File: config.mk
export PLATFORM = sky130hd
export DESIGN_NAME = johnson_counter_ext
export DESIGN_NICKNAME = d
export VERILOG_FILES = /design/src/rtl/johnson_counter_ext.sv
export SDC_FILE = /design/constraint.sdc
export NUM_CORES = 1
export LEC_CHECK = 0
export CAP_MARGIN = 15
export CORE_MARGIN = 5
export CORE_UTILIZATION = 40
export DETAILED_ROUTE_END_ITERATION = 10
export GPL_ROUTABILITY_DRIVEN = 0
export PLACE_DENSITY = 0.74
export SKIP_LAST_GASP = 1
export SLEW_MARGIN = 25
export SYNTH_ARGS = -nofsm -noshare
export SYNTH_HDL_FRONTEND = slang
export SYNTH_SLANG_ARGS = --single-unit
File: constraint.sdc
create_clock -name clk -period 5.5 [get_ports clk]
set_input_delay 0.55 -clock clk [delete_from_list [all_inputs] [get_ports clk]]
set_output_delay 0.55 -clock clk [all_outputs]
set_load 0.1 [all_outputs]
File: src/rtl/johnson_counter_ext.sv
`default_nettype none
// ============================================================================
// Module   : johnson_counter_ext
// Brief    : Parametrised twisted-ring counter with direction, load, self-
//            correction of lock-out states, index/phase decode and wrap pulse.
// Revision : 1.0 - initial release
// ============================================================================
module johnson_counter_ext #(
    parameter int WIDTH = 4,
    parameter int IW    = $clog2(2*WIDTH)
) (
    input  logic               clk,
    input  logic               reset,
    input  logic               en,
    input  logic               dir,
    input  logic               load,
    input  logic [WIDTH-1:0]   load_val,
    output logic [WIDTH-1:0]   count,
    output logic [IW-1:0]      idx,
    output logic [2*WIDTH-1:0] phase,
    output logic               wrap,
    output logic               fault
);

    localparam logic [WIDTH-1:0]   c_one       = {{(WIDTH-1){1'b0}}, 1'b1};
    localparam logic [2*WIDTH-1:0] c_phase_one = {{(2*WIDTH-1){1'b0}}, 1'b1};
    localparam logic [IW-1:0]      c_last      = IW'(2*WIDTH-1);

    logic [WIDTH-1:0] r_count;
    logic             r_wrap;
    logic             r_fault;
    logic             w_legal;
    logic             w_load_legal;
    logic [IW-1:0]    w_ones;
    logic [IW-1:0]    w_idx;

    // Legal = a run of ones touching the LSB, or its complement (run at MSB).
    function automatic logic is_legal(input logic [WIDTH-1:0] v);
        logic [WIDTH-1:0] nv;
        nv = ~v;
        return ((v & (v + c_one)) == '0) || ((nv & (nv + c_one)) == '0);
    endfunction

    assign w_legal      = is_legal(r_count);
    assign w_load_legal = is_legal(load_val);

    always_comb begin
        w_ones = '0;
        for (int i = 0; i < WIDTH; i++) begin
            w_ones = w_ones + IW'(r_count[i]);
        end
    end

    always_comb begin
        w_idx = '0;
        if (!w_legal) begin
            w_idx = '0;
        end else if (r_count[WIDTH-1]) begin
            w_idx = w_ones;
        end else if (w_ones != '0) begin
            w_idx = IW'(2*WIDTH - int'(w_ones));
        end
    end

    always_ff @(negedge clk or negedge reset) begin
        if (!reset) begin
            r_count <= '0;
            r_wrap  <= 1'b0;
            r_fault <= 1'b0;
        end else if (load) begin
            r_count <= w_load_legal ? load_val : '0;
            r_wrap  <= 1'b0;
            r_fault <= !w_load_legal;
        end else if (!w_legal) begin
            r_count <= '0;
            r_wrap  <= 1'b0;
            r_fault <= 1'b1;
        end else if (en) begin
            if (dir) begin
                r_count <= {r_count[WIDTH-2:0], ~r_count[WIDTH-1]};
                r_wrap  <= (w_idx == '0);
            end else begin
                r_count <= {~r_count[0], r_count[WIDTH-1:1]};
                r_wrap  <= (w_idx == c_last);
            end
            r_fault <= 1'b0;
        end else begin
            r_wrap  <= 1'b0;
            r_fault <= 1'b0;
        end
    end

    assign count = r_count;
    assign idx   = w_idx;
    assign phase = c_phase_one << w_idx;
    assign wrap  = r_wrap;
    assign fault = r_fault;

endmodule
`default_nettype wire

# Yosys cells after proc, flatten, opt, wreduce, memory -nomap -nowiden
# Cells that the tools add are included.
dict set report word_totals {
  word_cells 45
  out_inout_bits 17
  regBits 6
  input_bits 9
}
dict set report classes {
  shift 1
  eq_ne 2
  add_sub_neg 8
  mux 14
  reduce_logical 9
  bitwise 8
}
# operator n
set op_table {}
lappend op_table {{$mux W4} 5}
lappend op_table {{$add A4 B1 Y4 const B} 4}
lappend op_table {{$and A4 B4 Y4} 4}
lappend op_table {{$logic_not A4 Y1} 4}
lappend op_table {{$mux W3} 3}
lappend op_table {{$not A4 Y4} 2}
lappend op_table {{$shl A1 B3 Y8 const A} 1}
lappend op_table {{$mux W1} 6}
lappend op_table {{$add A2 B1 Y3} 1}
lappend op_table {{$add A3 B1 Y3} 1}
lappend op_table {{$eq A3 B3 Y1 const B} 1}
lappend op_table {{$logic_not A3 Y1} 1}
lappend op_table {{$ne A3 B3 Y1 const B} 1}
lappend op_table {{$reduce_bool A3 Y1} 1}
lappend op_table {{$sub A1 B3 Y3 const A} 1}
lappend op_table {{$add A1 B1 Y2} 1}
lappend op_table {{$logic_or A1 B1 Y1} 2}
lappend op_table {{$not A1 Y1} 2}
lappend op_table {{$logic_not A1 Y1} 1}

# Depth between registers and ports, before layout
# Gate-level depths: netlist (run 1).
dict set report depth {
  word_depth 12
  ltp_mapped 10
  ltp_nobuf 10
}

==> summary.txt, run 1 <==
Yosys
  • Top FF cell, synth: dfrtn_1
  • Cell area after synthesis: 806 µm²
  • Distinct cells, synth: 36
  • Main combinational cell family by area after synthesis: compound AO/OA/AOI/OAI gates
  • Yosys warning total: 0
  • Avg Cell Area, Syn: 8.76 µm²
  • Largest cells by area after synthesis: dfrtn_1 (19%), ha_1 (12%), inv_1 (5.1%)
  • XOR/XNOR Fraction of Synth Area: 0%
  • Yosys top cell by area: dfrtn_1
  • Post-synth EDFFs: 0
  • Yosys top cell area share: 18.6%
  • Compound-Gate Fraction of Synth Area: 28.3%
  • Synthesized flop and latch total: 6
  • Synth top cells by count: inv_1 (11), nor2_1 (9), ha_1 (8), dfrtn_1 (6), nand2_1 (5)
  • Sequential-to-total area share from yosys stat: between 10% and 20%
  • Multiplexer share of the synthesized area: 8.23%
  • Post-Syn Nets: 110
  • Count leader, synth: inv_1
  • Simple-gate portion of the synthesized area: 20.2%
  • Ys async rst share: 100%
  • Adder-Cell Fraction of Synth Area: 14.9%
  • Syn Inst Count: 92

Finish
  • Antenna diodes: 0
  • Share of cells above drive strength 1: 51.9%
  • Footprint of the multi-input gates: 718 µm²
  • Area grow syn2layout: 80.7%
  • Sequential Area: 150 µm²
  • Fillers: around 120
  • Final instance area: 0.00146 mm²
  • Core Util, Final: between 70% and 80%
  • Fin nets: 153

Clocking
  • Clock insertion delay at the later pin of the skew report: 0.26 ns
  • Clk root buf: clkbuf_4
  • Num CTS Buffers: 3
  • CTS tree: done
  • H-tree Lvls: 1
  • Num Clock Sinks: 6
  • Clock Tree Buf Depth: 2
  • Worst-path clk slew: 0.04 ns
  • Hold_buf cts: 0

Setup path
  • CP max-delay cell: dfrtn_1
  • CP required: approximately 5 ns
  • Crit path buffers/inverters: 3
  • Slowest stage delay, CP: around 0.44 ns
  • Crit path capture type: output pin
  • Reg2Reg Launch Point: count[0]
  • RR Endpoint: wrap
  • CP Cell Sequence: fa_1 -> ha_2 -> ha_4 -> inv_2 -> ha_4 -> ha_4 -> mux2_4 -> buf_4 -> nor3_4 -> buf_12
  • Crit Path Category: reg2out
  • Critical path's most frequent cell: ha_4
  • Startpoint Class: register
  • Top delay family on crit path: adder cells
  • CP max FO: 4
  • Critical path depth: 10
  • Critical Path AT: roughly 5.6 ns
  • Worst R2R Path Depth: 10
  • R2r setup slk: 2.53 ns

Status
  • Violated checks: setup timing
  • Status: complete, but fails checks

Worst hold path
  • Min-delay worst type: reg2reg
  • Worst Hold Endpoint: count[2]
  • Hold depth: 3
  • Beginning of the worst hold path: count[2]

Route
  • Final ANT Viol Nets: 0
  • Initial DRC Count: 43
  • Via count: 853
  • Drt pass-1 iters: 4
  • Post-Route WL: 2250 µm
  • WL/cell: around 14 µm
  • Avg Vias per Cell: approximately 5.3
  • Drt drc: 0

Floorplanning
  • Row cnt: 16
  • Initial Util: 41.5%
  • Die area: 0.00301 mm²
  • Boundary Pins: 26
  • Core area: 0.00194 mm²
  • DIE HEIGHT: approximately 55 µm
  • Die X-Extent: 54.9 µm

Flow run
  • Max_cap viols: 0

STA
  • RSZ-0062 raised after global routing: true
  • Setup TNS: -5.85 ns
  • Final Hold Violating Endpoints: 0
  • Fin worst setup slack: -0.627 ns
  • Clock skew: 0.00166 ns
  • Tightest Pin Transition: 0.511 ns
  • Final Max Slew Viols: 0
  • Rel. slew slack: 65.6%
  • Final setup viols: 11

Placed design
  • # port buffers: 25
  • Area after DPL: between 0.001 and 0.0015 mm²
  • Setup slack at placement: -0.417 ns
  • Post-detail-place hpwl: around 1900 µm

Global route
  • Antenna violations before repair: 0
  • Vias in the first global route: 877
  • Remaining global-route overflow: 0
  • First-pass GRT wire length: 3840 µm
  • Largest net degree at the start of global routing: 12
  • GRT Total Usage: 17.5%
[how the worst max path moves through the flow]
stage,startpoint,end
3_5_place_dp,count[0],phase[1]
5_1_grt,count[0],phase[1]
3_3_place_gp,count[0],phase[1]
4_1_cts,count[0],phase[1]
6_report,count[0],phase[3]
2_1_floorplan,count[0],phase[1]
[cell usage in the layout (no fill, tap or decap), types with 4 or more instances in the layout]
cell,Yosys,final
inv_1,11,8
ha_1,8,4
mux2i_1,4,4
a21oi_1,4,4
nor2_1,9,4
a32oi_1,4,4
buf_4,1,21
buf_12,0,11
nor2_4,1,6
clkdlybuf4s50_1,0,8
dfrtn_1,6,6
[registers in the layout, indices dropped and copies added, names as in the netlist]
signal	cells
wrap	1
fault	1
count	4
[worst register-to-register path, stage by stage, from the launching register on]
cell       delay [ns]
dfrtn_1          0.44
fa_1             0.43
ha_2             0.20
ha_4             0.26
inv_2            0.04
ha_4             0.15
ha_4             0.25
mux2_4           0.19
o211ai_2         0.18
or3b_1           0.41
a2111oi_2        0.39
[stage by stage]
| stage | hold slack (ns) | instances |
|---|---|---|
| 5_1_grt | 0.798 | 160 |
| 2_1_floorplan | 1.13 | 92 |
| 3_3_place_gp | 0.772 | 155 |
| 4_1_cts | 0.763 | 159 |
| 3_5_place_dp | 0.762 | 155 |
| 6_report | 0.761 | 160 |
[layer usage]
metal	global-route usage (%)	routed length, µm
met3	3.27	122
met5	0	0
met1	24.5	958
met4	1.24	12
met2	28.9	1160
[layout make-up]
class,count,share of cell area (%)
Multi-Input combinational cell,70,49.3
Timing Repair Buffer,42,33.0
Sequential cell,6,10.3
Inverter,12,3.52
Tap cell,27,2.32
Clock buffer,3,1.55
[cell families after synthesis]
group	after synthesis
multiplexers	6
AND/OR/NAND/NOR	30
flip-flops	6
AO/OA/AOI/OAI	25
adder cells (fa/ha/maj)	9
buffers and inverters	16
[timing repair]
action	in CTS	in global routing
resized for setup	3	0
pin swaps	3	0
setup buffers	1	1
endpoints found under the hold margin	0	0
setup endpoints to repair	11	11
Power of run 1 is left out: the tool's default activity adds up to more than one toggle a clock period on the data nets, which glitch-free logic cannot reach.
==> run 2: changes to the inputs <==
--- a/config.mk
+++ b/config.mk
@@ -8,10 +8,10 @@
 export CAP_MARGIN = 15
 export CORE_MARGIN = 5
 export CORE_UTILIZATION = 40
+export CTS_CLUSTER_DIAMETER = 120
 export DETAILED_ROUTE_END_ITERATION = 10
 export GPL_ROUTABILITY_DRIVEN = 0
 export PLACE_DENSITY = 0.74
-export SKIP_LAST_GASP = 1
 export SLEW_MARGIN = 25
 export SYNTH_ARGS = -nofsm -noshare
 export SYNTH_HDL_FRONTEND = slang
==> results of run 2 <==
Final layout, timing and power as in run 1 (identical DEF).
Power of run 2 is left out for the same reason.
